File: src/rtl/credit_issue_scheduler.sv
// credit_issue_scheduler
//
// In-order NPU instruction scheduler between the instruction buffer and the
// decoder. Instructions are buffered in a power-of-two FIFO and staged through
// a registered head slot. Issue of the head is gated per execution unit by the
// unit's busy flag and by a credit counter of outstanding operations. SYNC
// waits until every unit is idle with no outstanding operations. Also
// provides flush, a stall watchdog and a sticky credit-underflow error flag.
//
// Ports:
//   clk, rst_n     clock; synchronous active-low reset
//   inst_valid     instruction offered            inst_in      instruction
//   inst_ready     = !queue_full
//   sched_valid    head instruction issuable      sched_inst   registered head
//   sched_ready    decoder accepts the head
//   flush          discard all queued and staged instructions
//   unit_busy      busy flags  [0] conv [1] pool [2] act [3] dma
//   unit_done      one-cycle completion pulses, same bit mapping
//   queue_empty    FIFO count == 0                queue_full   FIFO count == depth
//   queue_count    FIFO entries (head slot not counted)
//   head_valid     head slot occupied
//   stall_timeout  watchdog expired
//   err_underflow  sticky: completion arrived with no outstanding operation

package npu_pkg;

    typedef enum logic [3:0] {
        OP_NOP    = 4'h0,
        OP_CONV   = 4'h1,
        OP_FC     = 4'h2,
        OP_POOL   = 4'h3,
        OP_ACT    = 4'h4,
        OP_LOAD   = 4'h5,
        OP_STORE  = 4'h6,
        OP_ADD    = 4'h7,
        OP_MUL    = 4'h8,
        OP_CONCAT = 4'h9,
        OP_SPLIT  = 4'hA,
        OP_SYNC   = 4'hB
    } opcode_t;

    typedef struct packed {
        opcode_t     opcode;
        logic [27:0] operand;
    } instruction_t;

endpackage

module credit_issue_scheduler
    import npu_pkg::*;
#(
    parameter int unsigned QUEUE_DEPTH     = 16,   // power of two, >= 2
    parameter int unsigned MAX_OUTSTANDING = 4,    // >= 1
    parameter int unsigned STALL_LIMIT     = 1024  // >= 1
) (
    input  logic                          clk,
    input  logic                          rst_n,
    input  logic                          inst_valid,
    input  instruction_t                  inst_in,
    output logic                          inst_ready,
    output logic                          sched_valid,
    output instruction_t                  sched_inst,
    input  logic                          sched_ready,
    input  logic                          flush,
    input  logic [3:0]                    unit_busy,
    input  logic [3:0]                    unit_done,
    output logic                          queue_empty,
    output logic                          queue_full,
    output logic [$clog2(QUEUE_DEPTH):0]  queue_count,
    output logic                          head_valid,
    output logic                          stall_timeout,
    output logic                          err_underflow
);

    localparam int unsigned NumUnits = 4;
    localparam int unsigned AW       = $clog2(QUEUE_DEPTH);
    localparam int unsigned CW       = AW + 1;
    localparam int unsigned OW       = $clog2(MAX_OUTSTANDING + 1);
    localparam int unsigned WW       = $clog2(STALL_LIMIT + 1);

    // State
    instruction_t   mem_q [QUEUE_DEPTH];
    logic [AW-1:0]  wr_ptr_q, wr_ptr_d;
    logic [AW-1:0]  rd_ptr_q, rd_ptr_d;
    logic [CW-1:0]  count_q, count_d;
    instruction_t   head_q, head_d;
    logic           head_valid_q, head_valid_d;
    logic [OW-1:0]  credit_q [NumUnits];
    logic [OW-1:0]  credit_d [NumUnits];
    logic [WW-1:0]  wd_q, wd_d;
    logic           err_q, err_d;

    // Combinational control
    logic           empty, full;
    logic           wr_en, refill, issue, issuable;
    logic           head_mapped, head_sync, all_idle;
    logic [1:0]     head_unit;
    logic [3:0]     credit_inc;

    assign empty = (count_q == '0);
    assign full  = (count_q == CW'(QUEUE_DEPTH));

    // Map the head opcode onto its execution unit.
    always_comb begin
        head_mapped = 1'b1;
        head_unit   = 2'd0;
        head_sync   = 1'b0;
        case (head_q.opcode)
            OP_CONV, OP_FC:    head_unit = 2'd0;
            OP_POOL:           head_unit = 2'd1;
            OP_ACT:            head_unit = 2'd2;
            OP_LOAD, OP_STORE: head_unit = 2'd3;
            OP_SYNC: begin
                head_mapped = 1'b0;
                head_sync   = 1'b1;
            end
            default:           head_mapped = 1'b0;
        endcase
    end

    // SYNC is a completion barrier: nothing busy and nothing in flight.
    always_comb begin
        all_idle = (unit_busy == 4'b0000);
        for (int u = 0; u < NumUnits; u++) begin
            if (credit_q[u] != '0) begin
                all_idle = 1'b0;
            end
        end
    end

    always_comb begin
        if (head_sync) begin
            issuable = all_idle;
        end else if (head_mapped) begin
            issuable = !unit_busy[head_unit] &&
                       (credit_q[head_unit] < OW'(MAX_OUTSTANDING));
        end else begin
            issuable = 1'b1;
        end
    end

    assign sched_valid = head_valid_q && issuable;
    assign issue       = sched_valid && sched_ready;

    // Flush wins over write and refill; an issue in the flush cycle still stands.
    assign wr_en  = inst_valid && !full && !flush;
    assign refill = (!head_valid_q || issue) && !empty && !flush;

    // FIFO pointers, count and head slot
    always_comb begin
        wr_ptr_d     = wr_ptr_q;
        rd_ptr_d     = rd_ptr_q;
        count_d      = count_q;
        head_d       = head_q;
        head_valid_d = head_valid_q;
        if (flush) begin
            wr_ptr_d     = '0;
            rd_ptr_d     = '0;
            count_d      = '0;
            head_valid_d = 1'b0;
        end else begin
            if (wr_en) begin
                wr_ptr_d = wr_ptr_q + AW'(1);
            end
            if (refill) begin
                rd_ptr_d     = rd_ptr_q + AW'(1);
                head_d       = mem_q[rd_ptr_q];
                head_valid_d = 1'b1;
            end else if (issue) begin
                head_valid_d = 1'b0;
            end
            if (wr_en && !refill) begin
                count_d = count_q + CW'(1);
            end else if (!wr_en && refill) begin
                count_d = count_q - CW'(1);
            end
        end
    end

    // Credits: +1 on issue to the unit, -1 on its done pulse.
    always_comb begin
        err_d = err_q;
        for (int u = 0; u < NumUnits; u++) begin
            credit_inc[u] = issue && head_mapped && (head_unit == 2'(u));
            credit_d[u]   = credit_q[u];
            if (credit_inc[u] && !unit_done[u]) begin
                credit_d[u] = credit_q[u] + OW'(1);
            end else if (!credit_inc[u] && unit_done[u]) begin
                if (credit_q[u] == '0) begin
                    err_d = 1'b1;
                end else begin
                    credit_d[u] = credit_q[u] - OW'(1);
                end
            end
        end
    end

    // Watchdog counts cycles a held head fails to issue, saturating at the limit.
    always_comb begin
        wd_d = wd_q;
        if (flush || !head_valid_q || issue) begin
            wd_d = '0;
        end else if (wd_q != WW'(STALL_LIMIT)) begin
            wd_d = wd_q + WW'(1);
        end
    end

    always_ff @(posedge clk) begin
        if (!rst_n) begin
            wr_ptr_q     <= '0;
            rd_ptr_q     <= '0;
            count_q      <= '0;
            head_q       <= '0;
            head_valid_q <= 1'b0;
            wd_q         <= '0;
            err_q        <= 1'b0;
            for (int u = 0; u < NumUnits; u++) begin
                credit_q[u] <= '0;
            end
        end else begin
            wr_ptr_q     <= wr_ptr_d;
            rd_ptr_q     <= rd_ptr_d;
            count_q      <= count_d;
            head_q       <= head_d;
            head_valid_q <= head_valid_d;
            wd_q         <= wd_d;
            err_q        <= err_d;
            for (int u = 0; u < NumUnits; u++) begin
                credit_q[u] <= credit_d[u];
            end
        end
    end

    // Storage array carries no reset; occupancy is tracked by the pointers.
    always_ff @(posedge clk) begin
        if (rst_n && wr_en) begin
            mem_q[wr_ptr_q] <= inst_in;
        end
    end

    assign inst_ready    = !full;
    assign sched_inst    = head_q;
    assign queue_empty   = empty;
    assign queue_full    = full;
    assign queue_count   = count_q;
    assign head_valid    = head_valid_q;
    assign stall_timeout = (wd_q == WW'(STALL_LIMIT));
    assign err_underflow = err_q;

endmodule

File: config.mk
export PLATFORM = sky130hd
export DESIGN_NAME = credit_issue_scheduler
export DESIGN_NICKNAME = d
export VERILOG_FILES = /design/src/rtl/credit_issue_scheduler.sv
export SDC_FILE = /design/constraint.sdc
export NUM_CORES = 1
export LEC_CHECK = 0
export BUFFER_PORTS_ARGS = -buffer_cell sky130_fd_sc_hd__buf_2
export CAP_MARGIN = 5
export CORE_MARGIN = 2
export CORE_UTILIZATION = 50
export CTS_CLUSTER_SIZE = 25
export DETAILED_ROUTE_END_ITERATION = 7
export PLACE_DENSITY = 0.65
export RECOVER_POWER = 25
export SLEW_MARGIN = 15
export SYNTH_ARGS = -nofsm -noshare
export SYNTH_HDL_FRONTEND = slang
export SYNTH_SLANG_ARGS = --single-unit
File: constraint.sdc
create_clock -name clk -period 10.6 [get_ports clk]
set_clock_uncertainty 0.15 [all_clocks]
set_input_delay 2.12 -clock clk [delete_from_list [all_inputs] [get_ports clk]]
set_output_delay 2.12 -clock clk [all_outputs]
set_load 0.02 [all_outputs]
# == After elaboration in Yosys (flattened, before gate mapping) ==
# Memory sizes are Yosys's and may differ from the RTL's. A register that Yosys moved wholly into a read port is not among the register bits.
# Cells that the tools add are included.
# op_classes
n_eq_ne,13
reduce_logical,60
n_mux,47
n_lt_le_gt_ge,2
bitwise,6
n_addsub,13
# ops
operator,count
$mux W3,16
$mux W1,27
$logic_and A1 B1 Y1,23
$logic_not A1 Y1,16
$add A3 B1 Y3 const B,4
$eq A4 B3 Y1 const B,3
$logic_not A3 Y1,4
$reduce_bool A3 Y1,4
$sub A3 B1 Y3 const B,4
$add A11 B1 Y11 const B,1
$eq A11 B11 Y1 const B,1
$ne A11 B11 Y1 const B,1
$mux W5,2
$add A4 B1 Y4 const B,2
$eq A4 B2 Y1 const B,2
$pmux W2 S3,1
$reduce_or A2 Y1,3
$reduce_or A6 Y1,1
$add A5 B1 Y5 const B,1
$eq A5 B5 Y1 const B,1
$logic_not A5 Y1,1
$sub A5 B1 Y5 const B,1
$eq A2 B2 Y1 const B,2
$eq A4 B1 Y1 const B,1
other kinds (12),19
# word_totals
output_inout_bits,44
mem_bits_rw,524
mem_count,2
register_bits,26
# memory_table
memory,words,word_bits,read_ports,rd_ports_with_merged_regs,write_ports,line,rtl
mem_q,16,32,1,1,1,82,instruction_t mem_q [QUEUE_DEPTH];
credit_q,4,3,5,0,4,88,logic [OW-1:0] credit_q [NumUnits];

# == Longest topological paths before layout ==
# depth
word_depth,26
mapped_depth,15
ltp_nobuf,12

# == Worst setup path after synthesis ==
# No wires, ideal clock.
# synth_path
kind,input to register
startpoint,input inst_valid
endpoint,"memory mem_q[2][0] (netlist name), enable pin"
n_path_buf,0
path_slack_ps,5131
arrival_ps,4858
path_stages,5
t_required_ps,9989
path_cell_list,inv_1 a21o_1 nor2_1 nand2_1 nor3_1
# synth_between
elab_chain_cells,5
# synth_lines
item,line,rtl
from (decl),58,"input logic inst_valid,"
$logic_and A1 B1 Y1 (2 in a row),146,assign wr_en = inst_valid && !full && !flush;
$logic_and A1 B1 Y1,236,if (rst_n && wr_en) begin
$mux W1,236,
$mux W1 (not written as such),237,mem_q[wr_ptr_q] <= inst_in;
to (decl),82,
# No other way between the ends.

# == Final worst setup path ==
# layout_path
startpoint,input unit_busy[3]
endpoint,output sched_valid
# layout_between
elab_chain_cells,7
# layout_lines
item,line,rtl
from (decl),65,"input logic [3:0] unit_busy,"
$logic_not A4 Y1 or $bmux W1 S2 (tied branches),"123, 135",
$mux W1 (on tied branches),"125, 135",
$mux W1 or $logic_not A1 Y1 (tied branches),"125, 135",
$mux W1 or $logic_and A1 B1 Y1 (tied branches),"125, 135",
$mux W1 (on tied branches),"125, 134",
$mux W1 (*),132,if (head_sync) begin
$logic_and A1 B1 Y1 (*),142,assign sched_valid = head_valid_q && issuable;
to (decl),61,"output logic sched_valid,"
# Every way passes the cells marked *; elsewhere a longest branch is shown, timed or not. The select of a mux whose other input is x is not followed.

==> metrics.txt <==
Port-buffer cells=88; worst-path fanout max=3; clk_lat worst skew=about 0.6 ns; Synth Cell Area=between 20000 and 25000 um2; Setup Viol. Count Final=0; Remaining DRCs=0; setup repair after global routing missed its margin=no; share of layout cells above drive strength 1=a little over a quarter; status=finished clean; dpl hpwl=around 24000 um; Main synth FF type=edfxtp_1; Ys Warns=0; length of the first detailed-routing pass in iterations=4; Syn Inst Count=1150; WP buf/inv=2; syn nets=around 1200; period utilization=about 51%; nets=between 1000 and 1500; cell taking the most area after synthesis=edfxtp_1; setup bufs post-CTS=0; Final Hold Fails=0; Setup CP Type=in -> out; DR vias=10900; power density over the cells=about 190 nW/um2; Yosys cell types=50; post-synthesis compound-gate area fraction=about 1.0%; Max Clk Rate=0.185 GHz; Max IR drop VDD=about 0.12 mV; Hold Buf Count CTS=0; Slew headroom=between 20% and 30%; WL final=44900 um; Util after Layout=a little under three fifths; DIE AREA=47500 um2; Routability Congestion=slightly above 0.8; Starting Density=roughly half; Die Ht=roughly 220 um; CTS tree=yes; DR iter-0 viols=872; clock buffer depth=3; Crit path max-delay family=compound AO/OA/AOI/OAI gates; cts bufs inserted=57; largest family of logic cells by synthesized area=multiplexers; CP startpoint kind=input pin; CP endpoint kind=output pin; critical path's slowest cell=o31ai_1; Critical Path, Cell by Cell=buf_2 > nor2_1 > o32ai_2 > o31ai_1 > nand2_1 > nor2_1 > buf_2; clock sink count=around 580; number of global-route vias before repair=11400; ys async rst share=0%; core area=roughly 45000 um2; htree depth=2; clock slew at reported path FFs=0.06 ns; Worst-Margin Slew=about 1.1 ns; Pwr Total=4.97 mW; Yosys top cell area share=67.2%; total track usage=19.5%; Hold Crit Class=reg -> reg; largest cells by area after synthesis=edfxtp_1 (67%), mux4_2 (16%), dfxtp_1 (6.1%), mux2i_1 (1.7%), nand2_1 (1.5%); worst path required time=8.33 ns; largest net degree at the start of global routing=67; Area Growth Syn to Fin=13.2%; initial antenna violation count=1; root buf cell=clkbuf_16; # fillers=around 3400; Simple-Gate Fraction of Synth Area=between 4 and 5%; total negative slack=0 ns; FP Rows=78; Crit path arrival time=between 3 and 4 ns; Die X=~220 um; final hold slack=~0.30 ns; post-synthesis mux area share=between 15 and 20%; critical path's largest stage delay=between 0.3 and 0.4 ns; Remaining Overflow, GRT=0; post-layout minimum cycle time=~5.4 ns; synthesized flop and latch total=between 500 and 600; vias per cell=around 5.7; I/O Pins=between 80 and 90; WL per Instance=23.5 um; first-pass GRT wire length=68800 um; Post-synth top cells=edfxtp_1 (512), mux4_2 (160), nand2_1 (94), dfxtp_1 (70), nor2_1 (51); worst-case reg-to-reg path depth=12; post-synthesis adder-cell area fraction=under 10%; Final ANT Viol Nets=0; Slew Limit Fails=0; Max Cap Violations=0; critical path depth=7; Min-Delay Path Depth=2; Pleak=roughly 8.4 nW; syn avg cell area=between 15 and 20 um2; Post-Synth XOR/XNOR Area=0.913%; ant diodes=0; number of synthesized flops with an enable pin=just over 500; Resized cells post-CTS=0; most common cell in the netlist=edfxtp_1; Seq/Total Area, Yosys=~73%
layout by cell type, fill, tap and decap left out, types with 19 or more instances in the layout:
master / instances
buf_4: 23
nand2_1: 94
edfxtp_1: 512
clkbuf_1: 39
mux2i_1: 40
buf_2: 63
nor2_1: 39
dfxtp_1: 66
ha_1: 19
mux4_2: 160
clkbuf_16: 57
layout make-up:
cell class | instances | area [um2] | share of cell area, %
timing repair buffer | 110 | 578 | 2.23
clock inverter | 32 | 372 | 1.43
clock buffer | 75 | 1520 | 5.88
tap | 600 | 751 | 2.90
inverter | 17 | 63.8 | 0.246
multi-input combinational | 493 | 5840 | 22.5
sequential | 582 | 16800 | 64.8
sequential cells by signal (all words and copies together) (netlist names):
signal and count:
credit_q 12, rd_ptr_q 4, err_underflow 1, sched_inst 32
wr_ptr_q 4, mem_q 512, wd_q 11, queue_count 5
head_valid 1
per-stage QoR:
step | setup slack, ns | cell area [um2] | std cells
after global placement | 4.70 | 24000 | 1802
after CTS | 5.19 | 25900 | 1909
after detailed placement | 4.61 | 24000 | 1802
final | 5.20 | 25900 | 1909
after global routing | 4.95 | 25900 | 1909
after floorplan | 5.13 | 22900 | 1150
tightest hold or removal path: stages (launching register included):
cell     delay [ns]
dfxtp_1        0.30
nand2_1        0.05
mux2i_1        0.05
layer usage:
layer  wire [um]  track usage [%]  up-vias
li1            -                -     4840
met1       19900             27.7     5739
met2       21800             32.0      270
met3        2170             2.87       67
met4         956             5.62        2
met5          13                0        -
path summary, 6_finish.rpt:
kind / from / to / slack [ns]
worst max-delay path: unit_busy[3] / sched_valid / 5.20
worst min-delay path: sched_inst[16] / sched_inst[16] / 0.30
worst max register to register: sched_inst[28] / queue_count[4] / 6.12
worst min register to register: sched_inst[16] / sched_inst[16] / 0.30
where the power goes:
group / total [mW] / internal, mW / switching, mW
combinational: 0.358 / 0.159 / 0.199
sequential: 2.57 / 2.53 / 0.0441
clock: 2.04 / 1.21 / 0.837
total: 4.97 / 3.89 / 1.08
cells by family (layout without fill, tap and decap cells):
| kind of cell | after synthesis | count (layout) |
|---|---|---|
| AOI/OAI and AO/OA | 37 | 37 |
| xor gates and xnor gates | 23 | 23 |
| adders and majority gates | 24 | 24 |
| buffers and inverters | 75 | 234 |
| DFF | 582 | 582 |
| muxes | 200 | 200 |
| and+or+nand+nor | 209 | 209 |
No activity file was read; power rests on OpenSTA's default activity.
